--- config.mk ---
export PLATFORM = sky130hd
export DESIGN_NAME = bcd_score_counter_flat
export DESIGN_NICKNAME = d
export VERILOG_FILES = /design/src/rtl/score_pkg.sv /design/src/rtl/bcd_score_counter_if.sv /design/src/rtl/bcd_digit.sv /design/src/rtl/bcd_score_counter.sv /design/src/flat_wrapper.sv
export SDC_FILE = /design/constraint.sdc
export NUM_CORES = 1
export LEC_CHECK = 0
export CORE_MARGIN = 3
export CORE_UTILIZATION = 49
export CTS_CLUSTER_DIAMETER = 60
export CTS_CLUSTER_SIZE = 40
export DETAILED_ROUTE_END_ITERATION = 7
export HOLD_SLACK_MARGIN = 0.02
export PLACE_DENSITY = 0.76
export SLEW_MARGIN = 40
export SYNTH_ARGS = -nofsm -noshare
export SYNTH_HDL_FRONTEND = slang
export SYNTH_SLANG_ARGS = --single-unit
--- constraint.sdc ---
create_clock -name clk -period 2.53 [get_ports clk]
set_clock_uncertainty 0.05 [all_clocks]
set_input_delay 0.506 -clock clk [delete_from_list [all_inputs] [get_ports clk]]
set_output_delay 0.506 -clock clk [all_outputs]
set_load 0.01 [all_outputs]
--- src/rtl/score_pkg.sv ---
// Shared BCD digit type and digit bound constants for the score counter.
package score_pkg;

    localparam int unsigned BCD_W = 4;

    typedef logic [BCD_W-1:0] bcd_digit_t;

    localparam bcd_digit_t BCD_MAX = 4'd9;
    localparam bcd_digit_t BCD_MIN = 4'd0;

endpackage

--- src/rtl/bcd_score_counter_if.sv ---
// Keypad-side bus of the score counter: key lines and controls in,
// BCD score, sticky flags and update pulse out.
interface bcd_score_counter_if #(
    parameter int unsigned DIGITS = 4
);
    logic [DIGITS-1:0]   btn;
    logic                dec;
    logic                clr;
    logic [4*DIGITS-1:0] digits;
    logic                ovf;
    logic                unf;
    logic                upd;

    modport master (
        output btn, dec, clr,
        input  digits, ovf, unf, upd
    );

    modport slave (
        input  btn, dec, clr,
        output digits, ovf, unf, upd
    );
endinterface

--- src/rtl/bcd_digit.sv ---
// One decade of the score chain: steps the digit up or down by one when
// selected directly or when the digit below carries/borrows into it.
module bcd_digit
    import score_pkg::*;
(
    input  bcd_digit_t d_i,
    input  logic       en_i,
    input  logic       dec_i,
    input  logic       cin_i,
    output bcd_digit_t d_o,
    output logic       cout_o
);

    // Next digit value and carry/borrow out of this decade.
    always_comb begin
        d_o    = d_i;
        cout_o = 1'b0;
        if (en_i || cin_i) begin
            if (dec_i) begin
                if (d_i == BCD_MIN) begin
                    d_o    = BCD_MAX;
                    cout_o = 1'b1;
                end else begin
                    d_o = d_i - 4'd1;
                end
            end else begin
                if (d_i >= BCD_MAX) begin
                    d_o    = BCD_MIN;
                    cout_o = 1'b1;
                end else begin
                    d_o = d_i + 4'd1;
                end
            end
        end
    end

endmodule

--- src/rtl/bcd_score_counter.sv ---
// Multi-digit BCD score register: one add/subtract per key press at the
// key's decimal weight, with rippling carry/borrow and saturate or wrap.
module bcd_score_counter
    import score_pkg::*;
#(
    parameter int unsigned DIGITS   = 4,
    parameter bit          SATURATE = 1'b1
) (
    input  logic                      clk,
    input  logic                      RST_BTN,
    bcd_score_counter_if.slave        bus
);

    localparam int unsigned           W         = BCD_W * DIGITS;
    localparam logic [W-1:0]          ALL_NINES = {DIGITS{BCD_MAX}};

    logic [DIGITS-1:0] btn_q;
    logic [DIGITS-1:0] rise;
    logic [DIGITS-1:0] sel;
    logic [W-1:0]      digits_q;
    logic [W-1:0]      digits_d;
    logic [W-1:0]      chain_d;
    logic [DIGITS:0]   carry;
    logic              ovf_q;
    logic              unf_q;
    logic              upd_q;

    assign rise = bus.btn & ~btn_q;
    // Isolate the lowest set bit: other simultaneous rises are dropped and,
    // since btn_q still samples them, never retrigger while held.
    assign sel  = rise & (~rise + DIGITS'(1));

    assign carry[0] = 1'b0;

    for (genvar g = 0; g < DIGITS; g++) begin : g_digit
        bcd_digit u_digit (
            .d_i    (digits_q[g*BCD_W +: BCD_W]),
            .en_i   (sel[g]),
            .dec_i  (bus.dec),
            .cin_i  (carry[g]),
            .d_o    (chain_d[g*BCD_W +: BCD_W]),
            .cout_o (carry[g+1])
        );
    end

    // Clamp to the bound on carry/borrow out of the top digit in saturate mode.
    always_comb begin
        digits_d = chain_d;
        if (SATURATE && carry[DIGITS]) begin
            digits_d = bus.dec ? '0 : ALL_NINES;
        end
    end

    // Edge-detect register, score, sticky flags and update pulse.
    always_ff @(posedge clk or negedge RST_BTN) begin
        if (!RST_BTN) begin
            btn_q    <= '0;
            digits_q <= '0;
            ovf_q    <= 1'b0;
            unf_q    <= 1'b0;
            upd_q    <= 1'b0;
        end else begin
            btn_q <= bus.btn;
            if (bus.clr) begin
                digits_q <= '0;
                ovf_q    <= 1'b0;
                unf_q    <= 1'b0;
                upd_q    <= 1'b0;
            end else if (|sel) begin
                digits_q <= digits_d;
                upd_q    <= 1'b1;
                if (carry[DIGITS] && !bus.dec) ovf_q <= 1'b1;
                if (carry[DIGITS] &&  bus.dec) unf_q <= 1'b1;
            end else begin
                upd_q <= 1'b0;
            end
        end
    end

    assign bus.digits = digits_q;
    assign bus.ovf    = ovf_q;
    assign bus.unf    = unf_q;
    assign bus.upd    = upd_q;

endmodule

--- src/flat_wrapper.sv ---
// flat-port wrapper written by rule: the top's interface ports become plain ports
module bcd_score_counter_flat import score_pkg::*;
#(
    parameter int unsigned DIGITS   = 4,
    parameter bit          SATURATE = 1'b1
)
  (clk, RST_BTN, bus_btn, bus_dec, bus_clr, bus_digits, bus_ovf, bus_unf, bus_upd);
  bcd_score_counter_if #(.DIGITS(DIGITS)) bus_i ();
  input  logic clk;
  input  logic RST_BTN;
  input wire logic [$bits(bus_i.btn)-1:0] bus_btn;
  input wire logic [$bits(bus_i.dec)-1:0] bus_dec;
  input wire logic [$bits(bus_i.clr)-1:0] bus_clr;
  output wire logic [$bits(bus_i.digits)-1:0] bus_digits;
  output wire logic [$bits(bus_i.ovf)-1:0] bus_ovf;
  output wire logic [$bits(bus_i.unf)-1:0] bus_unf;
  output wire logic [$bits(bus_i.upd)-1:0] bus_upd;
  assign bus_i.btn = bus_btn;
  assign bus_i.dec = bus_dec;
  assign bus_i.clr = bus_clr;
  assign bus_digits = bus_i.digits;
  assign bus_ovf = bus_i.ovf;
  assign bus_unf = bus_i.unf;
  assign bus_upd = bus_i.upd;
  bcd_score_counter #(.DIGITS(DIGITS), .SATURATE(SATURATE)) u_core (.clk(clk), .RST_BTN(RST_BTN), .bus(bus_i));
endmodule
* Word level (Yosys, flattened, before mapping)
Index checks and enable logic that the tools add are counted.
Word-level totals: logic and storage cells 93, output and inout port bits 19, bits of input ports 8, flip-flop bits (word level) 23
Cells by class: $lt $le $gt $ge 4, reductions and logical operators 24, bitwise logic cells 4, add/sub/neg operators 9, mux-type cells 44
Operators by type and width (count):
- $mux 16 | 4
- $mux 4 | 16
- $mux 1 | 24
- $add 4x1->4 const B | 5
- $ge 4x4->1 const B | 4
- $logic_not 4->1 | 4
- $sub 4x1->4 const B | 4
- $reduce_and 2->1 | 6
- $reduce_bool 3->1 | 4
- $and 4x4->4 | 2
- $not 4->4 | 2
- $reduce_bool 2->1 | 3
- $reduce_or 4->1 | 1
- $logic_or 1x1->1 | 3
- $logic_and 1x1->1 | 2
- $logic_not 1->1 | 1

* Longest topological paths before layout
word-level depth 16, depth in mapped cells 8, mapped depth without buffers 7

* Cells and area by module
A second synthesis with hierarchy kept.
Second synthesis, totals: cells, all modules 238, area, all modules 2035.7 µm²
By module, submodules not included:
- bcd_score_counter | area each 1109.8 µm², cells an instance 102, seq. area each 575.6 µm², times used 1
- bcd_digit | area each 231.5 µm², cells an instance 34, seq. area each 0.0 µm², times used 4

* Least setup slack after synthesis
Ideal clock, no wire load.
kind register to register, from register u_core.digits_q[0], in the netlist u_core.bus.digits[0], to register u_core.digits_q[4], in the netlist u_core.bus.digits[4], period minus slack after synthesis 2455 ps, cell stages (with the launch flop) 9, required time 2358 ps, buffers on the path 1, path slack 75 ps, library setup time 122 ps, arrival 2283 ps, path through dfrtp_1 inv_1 ha_1 or3b_4 a311o_1 a21oi_2 buf_4 o22ai_1 a32o_1
On the way: word-level cells in the longest chain between the ends 13, elaborated cells between the ends (all ways) 17, classes of those cells order compare: 1; mux: 10; reduce/logical: 6
RTL lines:
- from (decl) | line bcd_score_counter.sv:20 | logic [W-1:0] digits_q;
- from (signal assigned) | line bcd_score_counter.sv:70 | digits_q <= digits_d;
- $ge 4x4->1 or $logic_not 4->1 (tied branches) | line bcd_digit.sv:27, bcd_digit.sv:20
- $mux 1, on equally long branches | line bcd_digit.sv:27, bcd_digit.sv:20
- $mux 1 * | line bcd_digit.sv:19 | if (dec_i) begin
- $mux 1 * | line bcd_digit.sv:18 | if (en_i || cin_i) begin
- $logic_or 1x1->1 * | line bcd_digit.sv:18
- $mux 1 | line bcd_digit.sv:18
- $logic_or 1x1->1 | line bcd_digit.sv:18
- $mux 1 | line bcd_digit.sv:18
- $logic_or 1x1->1 | line bcd_digit.sv:18
- $mux 1 | line bcd_digit.sv:18
- $mux 16 | line bcd_score_counter.sv:49 | if (SATURATE && carry[DIGITS]) begin
- $mux 16 | line bcd_score_counter.sv:69 | end else if (|sel) begin
- $mux 16 | line bcd_score_counter.sv:64 | if (bus.clr) begin
Every way passes the cells marked *; elsewhere a longest branch is shown, timed or not. The select of a mux whose other input is x is not followed. A chain may end at the register's enable or synchronous reset.

* Worst setup path in the final report
from register u_core.digits_q[0], in the netlist u_core.bus.digits[0], to register u_core.digits_q[6], in the netlist u_core.bus.digits[6]
Same word-level chain as after synthesis.

==> impl_results.html <==
<table>
<tr><th>Metric</th><th>Value</th></tr>
<tr><th colspan="2">Layout</th></tr>
<tr><td>Number of diodes added for antenna fixing</td><td>0</td></tr>
<tr><td>Number of nets in the layout</td><td>284</td></tr>
<tr><td>Signed area change from the synthesized netlist to the final layout</td><td>31.2%</td></tr>
<tr><td>Highest-count cells in the layout ignoring fill and taps</td><td>buf_4 (34), clkdlybuf4s50_1 (26), dfrtp_1 (23)</td></tr>
<tr><td>Most common library cell in the layout ignoring fill and taps</td><td>buf_4</td></tr>
<tr><td>Fraction of final layout cells sized beyond drive strength 1</td><td>0.214</td></tr>
<tr><td>Final instance area</td><td>2490 µm²</td></tr>
<tr><th colspan="2">Critical path</th></tr>
<tr><td>Slowest cell on the critical path</td><td>a311o_1</td></tr>
<tr><td>CP bufs+invs</td><td>2</td></tr>
<tr><td>Critical Path RT</td><td>2.62 ns</td></tr>
<tr><td>Category of the critical setup timing path</td><td>reg2reg</td></tr>
<tr><td>Critical Path End Type</td><td>register</td></tr>
<tr><td>Family of cells with the greatest summed delay on the critical path</td><td>simple AND/OR/NAND/NOR gates</td></tr>
<tr><td>Cells along the critical path</td><td>inv_1 -&gt; ha_1 -&gt; or3b_4 -&gt; a311o_1 -&gt; a21oi_4 -&gt; nor2_1 -&gt; buf_4 -&gt; nor3_1</td></tr>
<tr><td>Crit path launch type</td><td>register</td></tr>
<tr><td>Data arrival at the endpoint of the critical path</td><td>2.54 ns</td></tr>
<tr><td>CP Max Fanout</td><td>5</td></tr>
<tr><td>Slowest cell delay on critical path</td><td>0.45 ns</td></tr>
<tr><th colspan="2">GRT</th></tr>
<tr><td>Largest net degree at the start of global routing</td><td>24</td></tr>
<tr><td>Congestion Overflow GR</td><td>0</td></tr>
<tr><td>All-Layer GR Usage</td><td>0.222</td></tr>
<tr><td>Global-route wire length before repair</td><td>7960 µm</td></tr>
<tr><td>Via count of the first global-routing pass</td><td>1,678</td></tr>
<tr><td>Initial antenna violation count</td><td>0</td></tr>
<tr><th colspan="2">Clocking</th></tr>
<tr><td>CTS tree</td><td>built</td></tr>
<tr><td>Clock root cell</td><td>clkbuf_8</td></tr>
<tr><td>Number of buffers inserted during clock tree synthesis</td><td>3</td></tr>
<tr><td>Worst-Skew Late Latency</td><td>0.26 ns</td></tr>
<tr><td>Maximum buffer depth of the clock tree</td><td>2</td></tr>
<tr><td>Number of clock sinks seen by CTS</td><td>23</td></tr>
<tr><td>Clock slew at reported path FFs</td><td>0.08 ns</td></tr>
<tr><td>Post-CTS repair timing setup buffer count</td><td>0</td></tr>
<tr><td>CTS HTree Levels</td><td>1</td></tr>
<tr><th colspan="2">Die</th></tr>
<tr><td>I/O pin total</td><td>27</td></tr>
<tr><td>Core region area</td><td>3520 µm²</td></tr>
<tr><td>Core Rows</td><td>21</td></tr>
<tr><td>Die extent in y</td><td>68.3 µm</td></tr>
<tr><td>Effective utilization at floorplan</td><td>0.539</td></tr>
<tr><td>Die Area</td><td>4660 µm²</td></tr>
<tr><td>Chip Width</td><td>68.3 µm</td></tr>
<tr><th colspan="2">Synth</th></tr>
<tr><td>Number of flops mapped to enable cells by yosys</td><td>0</td></tr>
<tr><td>Yosys top cell area share</td><td>0.303</td></tr>
<tr><td>Mapped Avg Cell Area</td><td>9.09 µm²</td></tr>
<tr><td>Area leader, netlist</td><td>dfrtp_1</td></tr>
<tr><td>Sequential share of the synthesized area</td><td>0.303</td></tr>
<tr><td>Yosys synthesis warning count</td><td>0</td></tr>
<tr><td>Share of flip-flops with an asynchronous set or reset</td><td>1.00</td></tr>
<tr><td>Synthesized net count</td><td>230</td></tr>
<tr><td>Count of unique library cells instantiated by Yosys</td><td>58</td></tr>
<tr><td>Post-synthesis register bit count</td><td>23</td></tr>
<tr><td>Largest cells by area after synthesis</td><td>dfrtp_1 (30%), ha_1 (8.6%), mux4_2 (3.6%)</td></tr>
<tr><td>Mapped Cells</td><td>209</td></tr>
<tr><td>Primary FF master, synth</td><td>dfrtp_1</td></tr>
<tr><td>Mapped Area</td><td>1900 µm²</td></tr>
<tr><th colspan="2">Timing</th></tr>
<tr><td>Final clock period utilization by the worst path</td><td>0.970</td></tr>
<tr><td>Aggregate negative setup slack</td><td>0 ns</td></tr>
<tr><td>Max-slew headroom at the worst pin</td><td>0.726</td></tr>
<tr><td>Final Max Slew Viols</td><td>0</td></tr>
<tr><td>Final period demand of the worst path</td><td>2.45 ns</td></tr>
<tr><td>Final number of hold-violating endpoints</td><td>0</td></tr>
<tr><td>Maximum clock frequency</td><td>408 MHz</td></tr>
<tr><td>Final setup violation count</td><td>0</td></tr>
<tr><td>Measured slew at the worst slew-check pin</td><td>0.409 ns</td></tr>
<tr><th colspan="2">Route</th></tr>
<tr><td>Routed wirelength normalized by instance count</td><td>15.6 µm</td></tr>
<tr><td>DRT Wirelength</td><td>4790 µm</td></tr>
<tr><td>Via density per instance</td><td>5.97</td></tr>
<tr><td>First drt pass iteration count</td><td>4</td></tr>
<tr><td>DRT iter0 DRCs</td><td>168</td></tr>
<tr><td>Remaining number of nets flagged by the antenna check after routing</td><td>0</td></tr>
<tr><td>Number of design rule violations left after detail routing</td><td>0</td></tr>
<tr><td>Number of vias in the routed layout</td><td>1,840</td></tr>
<tr><th colspan="2">Pwr</th></tr>
<tr><td>Switching portion of total power</td><td>0.405</td></tr>
<tr><td>Power Dens Cells</td><td>785 nW/µm²</td></tr>
<tr><td>Portion of total power attributed to the clock network</td><td>0.113</td></tr>
<tr><td>Cell internal pwr</td><td>1.16 mW</td></tr>
<tr><td>Share of total power in sequential cells</td><td>0.265</td></tr>
<tr><td>Net switching power</td><td>0.791 mW</td></tr>
<tr><td>Combinational Power Share</td><td>0.622</td></tr>
<tr><td>VDD IR max</td><td>0.439 mV</td></tr>
<tr><td>Static leakage</td><td>1.06 nW</td></tr>
<tr><th colspan="2">Flow run</th></tr>
<tr><td>Number of max-cap violations</td><td>0</td></tr>
<tr><th colspan="2">Place</th></tr>
<tr><td>Last weighted congestion value of the routability-driven placer</td><td>0.905</td></tr>
<tr><td>Placed Instance Area</td><td>2420 µm²</td></tr>
<tr><td>Count of buffers inserted at the top-level ports</td><td>26</td></tr>
<tr><td>HPWL after detailed placement</td><td>3610 µm</td></tr>
<tr><th colspan="2">Outcome</th></tr>
<tr><td>Status</td><td>finished, final reports clean</td></tr>
<tr><th colspan="2">Hold path</th></tr>
<tr><td>Worst hold path type</td><td>reg2reg</td></tr>
</table>
==> synth_stat cells, types with 3 or more instances <==
| library cell | number |
|---|---|
| dfrtp_1 | 23 |
| inv_1 | 15 |
| nor2_1 | 14 |
| ha_1 | 13 |
| a21oi_1 | 9 |
| nand3_1 | 9 |
| o21ai_0 | 9 |
| clkbuf_1 | 7 |
| nand2_1 | 7 |
| nor3_1 | 7 |
| o211ai_1 | 7 |
| nand2b_1 | 6 |
| a31oi_1 | 5 |
| o22ai_1 | 5 |
| a211oi_1 | 4 |
| a32o_1 | 4 |
| a21o_1 | 3 |
| mux4_2 | 3 |
| nor3b_1 | 3 |
| o21bai_1 | 3 |
| or3b_1 | 3 |
==> metrics by stage <==
step | utilization | hold WS, ns | std cells | power (mW) | setup slack [ns]
2_1_floorplan | - | 0.160 | 209 | 1.23 | 0.0754
3_3_place_gp | 0.686 | 0.436 | 304 | 1.68 | 0.0338
3_5_place_dp | 0.686 | 0.446 | 304 | 1.70 | -0.0187
4_1_cts | 0.699 | 0.476 | 308 | 1.93 | 0.0956
5_1_grt | 0.708 | 0.506 | 308 | 2.10 | -0.0157
6_report | 0.708 | 0.462 | 308 | 1.96 | 0.0761
==> registers in the layout, summed over array words and instances (netlist names) <==
signal	cells
u_core.bus.upd	1
u_core.bus.unf	1
u_core.btn_q	4
u_core.bus.ovf	1
u_core.bus.digits	16
==> worst paths after layout <==
path	to	slack [ns]	start	cells after the start
min reg2reg	u_core.bus.ovf$_DFFE_PN0P_	0.46	u_core.bus.ovf$_DFFE_PN0P_	1
max reg2reg	u_core.bus.digits[6]$_DFFE_PN0P_	0.08	u_core.bus.digits[0]$_DFFE_PN0P_	8
max	u_core.bus.digits[6]$_DFFE_PN0P_	0.08	u_core.bus.digits[0]$_DFFE_PN0P_	8
min in group asynchronous	u_core.bus.digits[3]$_DFFE_PN0P_	0.54	RST_BTN	2
min	u_core.bus.ovf$_DFFE_PN0P_	0.46	u_core.bus.ovf$_DFFE_PN0P_	1
max in group asynchronous	u_core.bus.digits[4]$_DFFE_PN0P_	1.66	RST_BTN	2
==> power groups by stage <==
stage          clock [mW]  sequential (mW)  combinational, mW
4_1_cts             0.226            0.517               1.18
2_1_floorplan           0            0.553              0.680
6_report            0.220            0.519               1.22
3_3_place_gp            0            0.523               1.16
5_1_grt             0.235            0.532               1.33
3_5_place_dp            0            0.524               1.17
==> layout make-up <==
type	count	area [µm²]
fillers	289	1030
repair buffers	60	515
flip-flops and latches	23	576
inverters	16	60.1
multi-input cells	159	1240
clock buffers	4	45.0
well taps	46	57.6
==> what timing repair did <==
item,4_1_cts,5_1_grt
endpoints found under the setup margin,0,8
resized for setup,0,6
hold buffers,0,0
==> layer usage <==
layer / GRT usage / part of all wire / vias to the layer above
met3: 0.0361 / 0.060 / 6
met1: 0.335 / 0.48 / 860
li1: - / - / 904
met2: 0.325 / 0.45 / 70
met5: 0 / 0 / -
met4: 0.0596 / 0.011 / 0
==> cells by family (layout without fill, tap and decap cells) <==
| kind of cell | after synthesis | after routing | share of synthesized area |
|---|---|---|---|
| AOI/OAI and AO/OA | 76 | 76 | 0.306 |
| and+or+nand+nor | 62 | 62 | 0.184 |
| buffers and inverters | 27 | 80 | 0.0613 |
| DFF | 23 | 23 | 0.303 |
| adders and majority gates | 13 | 13 | 0.0856 |
| muxes | 5 | 5 | 0.0461 |
| xor gates and xnor gates | 3 | 3 | 0.0138 |
Power figures use the tool's default switching activity.
